==> src/rtl/bitwise_check_32.sv <==
// bitwise_check_32: two-stage streaming checker of 32-bit AND/OR/XOR/NOR results with saturating pass/fail counters.
// Define BITWISE_CHECK_ERRMAP_EN to build the sticky per-bit error map; otherwise err_map is tied to 0.
module bitwise_check_32 #(
  parameter int NUM_VECTORS = 16,
  parameter int CNT_W = 16
) (
  input  logic             clk,
  input  logic             rst_n,
  input  logic             start,
  input  logic             abort,
  input  logic             in_valid,
  output logic             in_ready,
  input  logic [31:0]      a,
  input  logic [31:0]      b,
  input  logic [31:0]      c,
  input  logic [1:0]       op,
  output logic [CNT_W-1:0] pass_cnt,
  output logic [CNT_W-1:0] fail_cnt,
  output logic [97:0]      first_fail,
  output logic             busy,
  output logic             done,
  output logic             pass,
  output logic [31:0]      err_map
);
  typedef enum logic [1:0] {IDLE, RUN, DRAIN, DONE} state_t;
  state_t state_q, state_d;
  logic [15:0] acc_q, acc_d;
  logic drain_q, drain_d;
  logic s1_v_q, s1_v_d;
  logic [1:0] s1_op_q;
  logic [31:0] s1_a_q, s1_b_q, s1_c_q;
  logic [CNT_W-1:0] pass_q, pass_d, fail_q, fail_d;
  logic [97:0] ff_q, ff_d;
  logic seen_q, seen_d;
  logic active, kill, go, accept, cmp, mis;
  logic [31:0] exp_v, diff;
  assign active = (state_q == RUN) || (state_q == DRAIN);
  assign kill = abort && active;
  assign go = start && !abort && ((state_q == IDLE) || (state_q == DONE));
  assign in_ready = state_q == RUN;
  assign accept = in_valid && in_ready && !kill;
  assign exp_v = (s1_op_q == 2'b00) ? (s1_a_q & s1_b_q) :
                 (s1_op_q == 2'b01) ? (s1_a_q | s1_b_q) :
                 (s1_op_q == 2'b10) ? (s1_a_q ^ s1_b_q) : ~(s1_a_q | s1_b_q);
  assign diff = exp_v ^ s1_c_q;
  assign mis = |diff;
  // abort flushes stage 2 as well, so the compare is suppressed on the aborting edge
  assign cmp = s1_v_q && !kill;
  assign busy = active;
  assign done = state_q == DONE;
  assign pass = done && (fail_q == '0);
  assign pass_cnt = pass_q;
  assign fail_cnt = fail_q;
  assign first_fail = ff_q;
  always_comb begin
    state_d = state_q;
    acc_d = acc_q;
    drain_d = drain_q;
    if (kill) state_d = IDLE;
    else if (go) begin
      state_d = RUN;
      acc_d = '0;
    end else if (accept) begin
      acc_d = acc_q + 16'd1;
      if (acc_q == 16'(NUM_VECTORS - 1)) begin
        state_d = DRAIN;
        drain_d = 1'b0;
      end
    end else if (state_q == DRAIN) begin
      drain_d = 1'b1;
      if (drain_q) state_d = DONE;
    end
  end
  always_comb begin
    s1_v_d = accept;
    pass_d = go ? '0 : (cmp && !mis && pass_q != '1) ? pass_q + 1'b1 : pass_q;
    fail_d = go ? '0 : (cmp && mis && fail_q != '1) ? fail_q + 1'b1 : fail_q;
    ff_d = go ? '0 : (cmp && mis && !seen_q) ? {s1_op_q, s1_a_q, s1_b_q, s1_c_q} : ff_q;
    seen_d = go ? 1'b0 : seen_q | (cmp && mis);
  end
  always_ff @(posedge clk or negedge rst_n) begin
    if (!rst_n) begin
      state_q <= IDLE;
      acc_q <= '0;
      drain_q <= 1'b0;
      s1_v_q <= 1'b0;
      s1_op_q <= '0;
      s1_a_q <= '0;
      s1_b_q <= '0;
      s1_c_q <= '0;
      pass_q <= '0;
      fail_q <= '0;
      ff_q <= '0;
      seen_q <= 1'b0;
    end else begin
      state_q <= state_d;
      acc_q <= acc_d;
      drain_q <= drain_d;
      s1_v_q <= s1_v_d;
      if (accept) begin
        s1_op_q <= op;
        s1_a_q <= a;
        s1_b_q <= b;
        s1_c_q <= c;
      end
      pass_q <= pass_d;
      fail_q <= fail_d;
      ff_q <= ff_d;
      seen_q <= seen_d;
    end
  end
`ifdef BITWISE_CHECK_ERRMAP_EN
  logic [31:0] err_q;
  always_ff @(posedge clk or negedge rst_n) begin
    if (!rst_n) err_q <= '0;
    else err_q <= go ? '0 : cmp ? (err_q | diff) : err_q;
  end
  assign err_map = err_q;
`else
  assign err_map = '0;
`endif
endmodule
==> config.mk <==
export PLATFORM = sky130hd
export DESIGN_NAME = bitwise_check_32
export DESIGN_NICKNAME = d
export VERILOG_FILES = /design/src/rtl/bitwise_check_32.sv
export SDC_FILE = /design/constraint.sdc
export NUM_CORES = 1
export LEC_CHECK = 0
export CAP_MARGIN = 20
export CORE_MARGIN = 1.5
export CORE_UTILIZATION = 36
export DETAILED_ROUTE_END_ITERATION = 10
export PLACE_DENSITY = 0.59
export SYNTH_ARGS = -nofsm -noshare
export SYNTH_HDL_FRONTEND = slang
export SYNTH_SLANG_ARGS = --single-unit
==> constraint.sdc <==
create_clock -name clk -period 3.1 [get_ports clk]
set_input_delay 0.465 -clock clk [delete_from_list [all_inputs] [get_ports clk]]
set_output_delay 0.465 -clock clk [all_outputs]
set_load 0.02 [all_outputs]
==> results.sh <==
export IMPL_yosys_warnings=0
export IMPL_clock_path_buffers=3
export IMPL_instances_no_fill=2072
export IMPL_dp_hpwl_um=25500
export IMPL_seq_power_share_pct=32.0
export IMPL_cts_tree="done"
export IMPL_port_buffers=236
export IMPL_vias=10500
export IMPL_p_sw_mw=7.05
export IMPL_place_congestion=0.805
export IMPL_async_reset_ff_share_pct=100
export IMPL_nets=1788
export IMPL_startpoint_type="flop"
export IMPL_syn_area_per_cell_um2=9.87
export IMPL_p_leak_nw=8.11
export IMPL_overflow=0
export IMPL_final_common_cell="dfrtp_1"
export IMPL_r2r_cells=12
export IMPL_violations="negative setup slack"
export IMPL_hold_class="primary input to flop"
export IMPL_rsz0062_at_grt="true"
export IMPL_synthCells=1347
export IMPL_worst_pin_slew_ps=788
export IMPL_comb_power_share_pct=48.3
export IMPL_cp_required_ps=3510
export IMPL_syn_area_um2=13300
export IMPL_maxSlewHeadroom_pct=47.5
export IMPL_routed_wl_um=37600
export IMPL_cp_max_fo=11
export IMPL_clk_insertion_delay_late_ps=560
export IMPL_area_growth_syn_to_layout_pct=32.7
export IMPL_start_util_pct=36.4
export IMPL_grt_pass1_wl_um=58300
export IMPL_worstSetupPathType="flop to flop"
export IMPL_cts_root_buffer="clkbuf_16"
export IMPL_fp_dieW_um=195
export IMPL_drc=0
export IMPL_grtUsageTotal_pct=19.2
export IMPL_cts_buffers=29
export IMPL_swShare_pct=40.4
export IMPL_setup_slack_ps=-24.6
export IMPL_synth_seq_cells=249
export IMPL_grt_pass1_vias=10200
export IMPL_p_int_mw=10.4
export IMPL_rows=70
export IMPL_avgRoutedWirePerCell_um=18.1
export IMPL_finalSetupViolCount=11
export IMPL_fin_crit_sh_pct=101
export IMPL_grt_max_degree=165
export IMPL_initialDrtViolationCount=712
export IMPL_clk_transition_reported_paths_ps=60
export IMPL_first_pass_iters=5
export IMPL_drv_slew=0
export IMPL_status="finished with violations"
export IMPL_min_period_ps=3120
export IMPL_final_hold_violation_count=0
export IMPL_powerDensity_nw_per_um2=989
export IMPL_p_total_mw=17.5
export IMPL_ant_nets=0
export IMPL_chipHeight_um=195
export IMPL_diodes=0
export IMPL_h_tree_depth=1
export IMPL_hold_depth=3
export IMPL_synth_edf_count=0
export IMPL_cts_sinks=249
export IMPL_fin_skew_ps=20.9
export IMPL_cap_viol_max_count=0
export IMPL_crit_arrival_ps=3530
export IMPL_die_area_um2=38100
export IMPL_final_layout_size_suffix_gt1_share_pct=11.2
export IMPL_layout_common_cells="dfrtp_1 (247), clkdlybuf4s50_1 (235), nand2_1 (231)"
export IMPL_synth_ff_type="dfrtp_1"
export IMPL_core_um2=36500
export IMPL_antenna_found_initial=0
export IMPL_yosysUniqueCellTypes=49
export IMPL_pwr_share_clk_pct=19.7
export IMPL_ir_drop_uv=588
export IMPL_endpoint_kind="flop"
export IMPL_io_pins=269
export IMPL_dpl_cell_count=2002
export IMPL_viasPerCell=5.06
export IMPL_fmax_ghz=0.320
export IMPL_synth_seq_area_share_pct=46.9
[per-layer routing]
layer,wire [µm],up-vias,part of all wire [%],track usage [%]
met5,0,-,0,0
met4,654,0,1.7,4.02
met3,2410,44,6.4,3.14
met2,16700,315,44,29.2
met1,17800,5149,47,28.7
li1,-,4974,-,-
[registers in the layout (all words and copies together) (netlist names)]
register	cells
acc_q	16
drain_q	1
fail_cnt	16
first_fail	98
pass_cnt	16
s1_a_q	32
s1_b_q	32
s1_c_q	32
s1_op_q	2
s1_v_q	1
seen_q	1
state_q	2
[metrics by stage]
step / area, µm² / utilization (%) / worst slack [ps] / TNS [ps] / hold WS, ps
2_1_floorplan: 13400 / - / 408 / 0 / 169
3_3_place_gp: 16200 / 44.4 / -217 / -16960 / 482
3_5_place_dp: 16200 / 44.4 / -244 / -21490 / 488
4_1_cts: 17300 / 47.4 / 4.27 / 0 / 427
5_1_grt: 17600 / 48.3 / -120 / -7530 / 450
6_report: 17600 / 48.3 / -24.6 / -164 / 443
[layout make-up]
type	instances	area (µm²)
flip-flops and latches	249	6230
clock inverters	7	95.1
multi-input cells	901	6300
well taps	468	586
clock buffers	46	870
fillers	3327	18900
repair buffers	293	3150
inverters	108	408
[power groups by stage]
stage | clock network [mW] | registers, mW | logic (mW)
3_5_place_dp | 0 | 5.61 | 7.96
5_1_grt | 3.64 | 5.77 | 9.26
3_3_place_gp | 0 | 5.60 | 7.77
4_1_cts | 3.51 | 5.58 | 8.14
6_report | 3.44 | 5.59 | 8.42
2_1_floorplan | 0 | 6.12 | 4.03
[synthesized netlist by cell type (2+ instances only)]
master / number / area share (%)
o211ai_1: 3 / 0.17
and4_1: 5 / 0.33
o31ai_1: 69 / 3.9
a31oi_1: 3 / 0.14
nor4_1: 11 / 0.52
mux2i_1: 11 / 0.83
nor4_2: 3 / 0.28
o21ai_1: 9 / 0.34
nor3_1: 5 / 0.19
clkbuf_1: 57 / 1.6
nand2_1: 231 / 6.5
and3_1: 15 / 0.71
inv_1: 108 / 3.0
buf_6: 3 / 0.25
nand4_1: 9 / 0.42
or3_1: 6 / 0.28
o21ai_0: 97 / 3.7
buf_4: 38 / 2.1
nor4b_1: 3 / 0.20
and2_1: 2 / 0.094
a2111oi_0: 2 / 0.13
mux4_2: 32 / 5.4
or4_1: 4 / 0.23
nor3b_1: 2 / 0.11
xnor2_1: 6 / 0.40
a21oi_1: 14 / 0.53
nor2_1: 30 / 0.85
xor2_1: 47 / 3.1
buf_1: 2 / 0.056
dfrtp_1: 249 / 47
nand3_1: 123 / 4.6
ha_1: 103 / 9.7
nand2b_1: 12 / 0.56
buf_2: 18 / 0.68
[cell families (layout without fill, tap and decap cells)]
family | Yosys count | in the layout | synth area share, %
other cells | 1 | 32 | 0.0282
flops | 249 | 249 | 46.9
fa+ha+maj | 103 | 103 | 9.69
mux | 43 | 43 | 6.25
simple gates | 465 | 465 | 16.2
buf+inv | 228 | 454 | 8.06
compound gates | 205 | 205 | 9.39
xor+xnor | 53 | 53 | 3.49
[critical path: stages (launching register included)]
cell and delay, ps:
dfrtp_1 400, inv_2 110, ha_4 210, mux4_2 520
xor2_2 180, nor4_4 370, buf_4 180, nand4_1 160
o21ai_4 290, buf_12 190, buf_4 140, clkbuf_16 160
o31ai_1 70
[path summary, 6_finish.rpt]
kind                             endpoint      startpoint  slack (ps)
setup / recovery           first_fail[75]       s1_a_q[9]         -20
hold / removal                 s1_c_q[22]           c[22]         440
setup reg to reg           first_fail[75]       s1_a_q[9]         -20
hold reg to reg            first_fail[94]  first_fail[94]         500
max in group asynchronous  first_fail[77]           rst_n        1740
min in group asynchronous     fail_cnt[1]           rst_n         480
[what timing repair did]
action                                  4_1_cts  5_1_grt
pin swaps                                     2        3
gates resized for setup                       6       41
cloned                                        1        6
endpoints found under the setup margin      127      125
hold buffers                                  1        0
hold endpoints to repair                     80        0
buffers inserted                              3        6
Power figures use the tool's default switching activity.
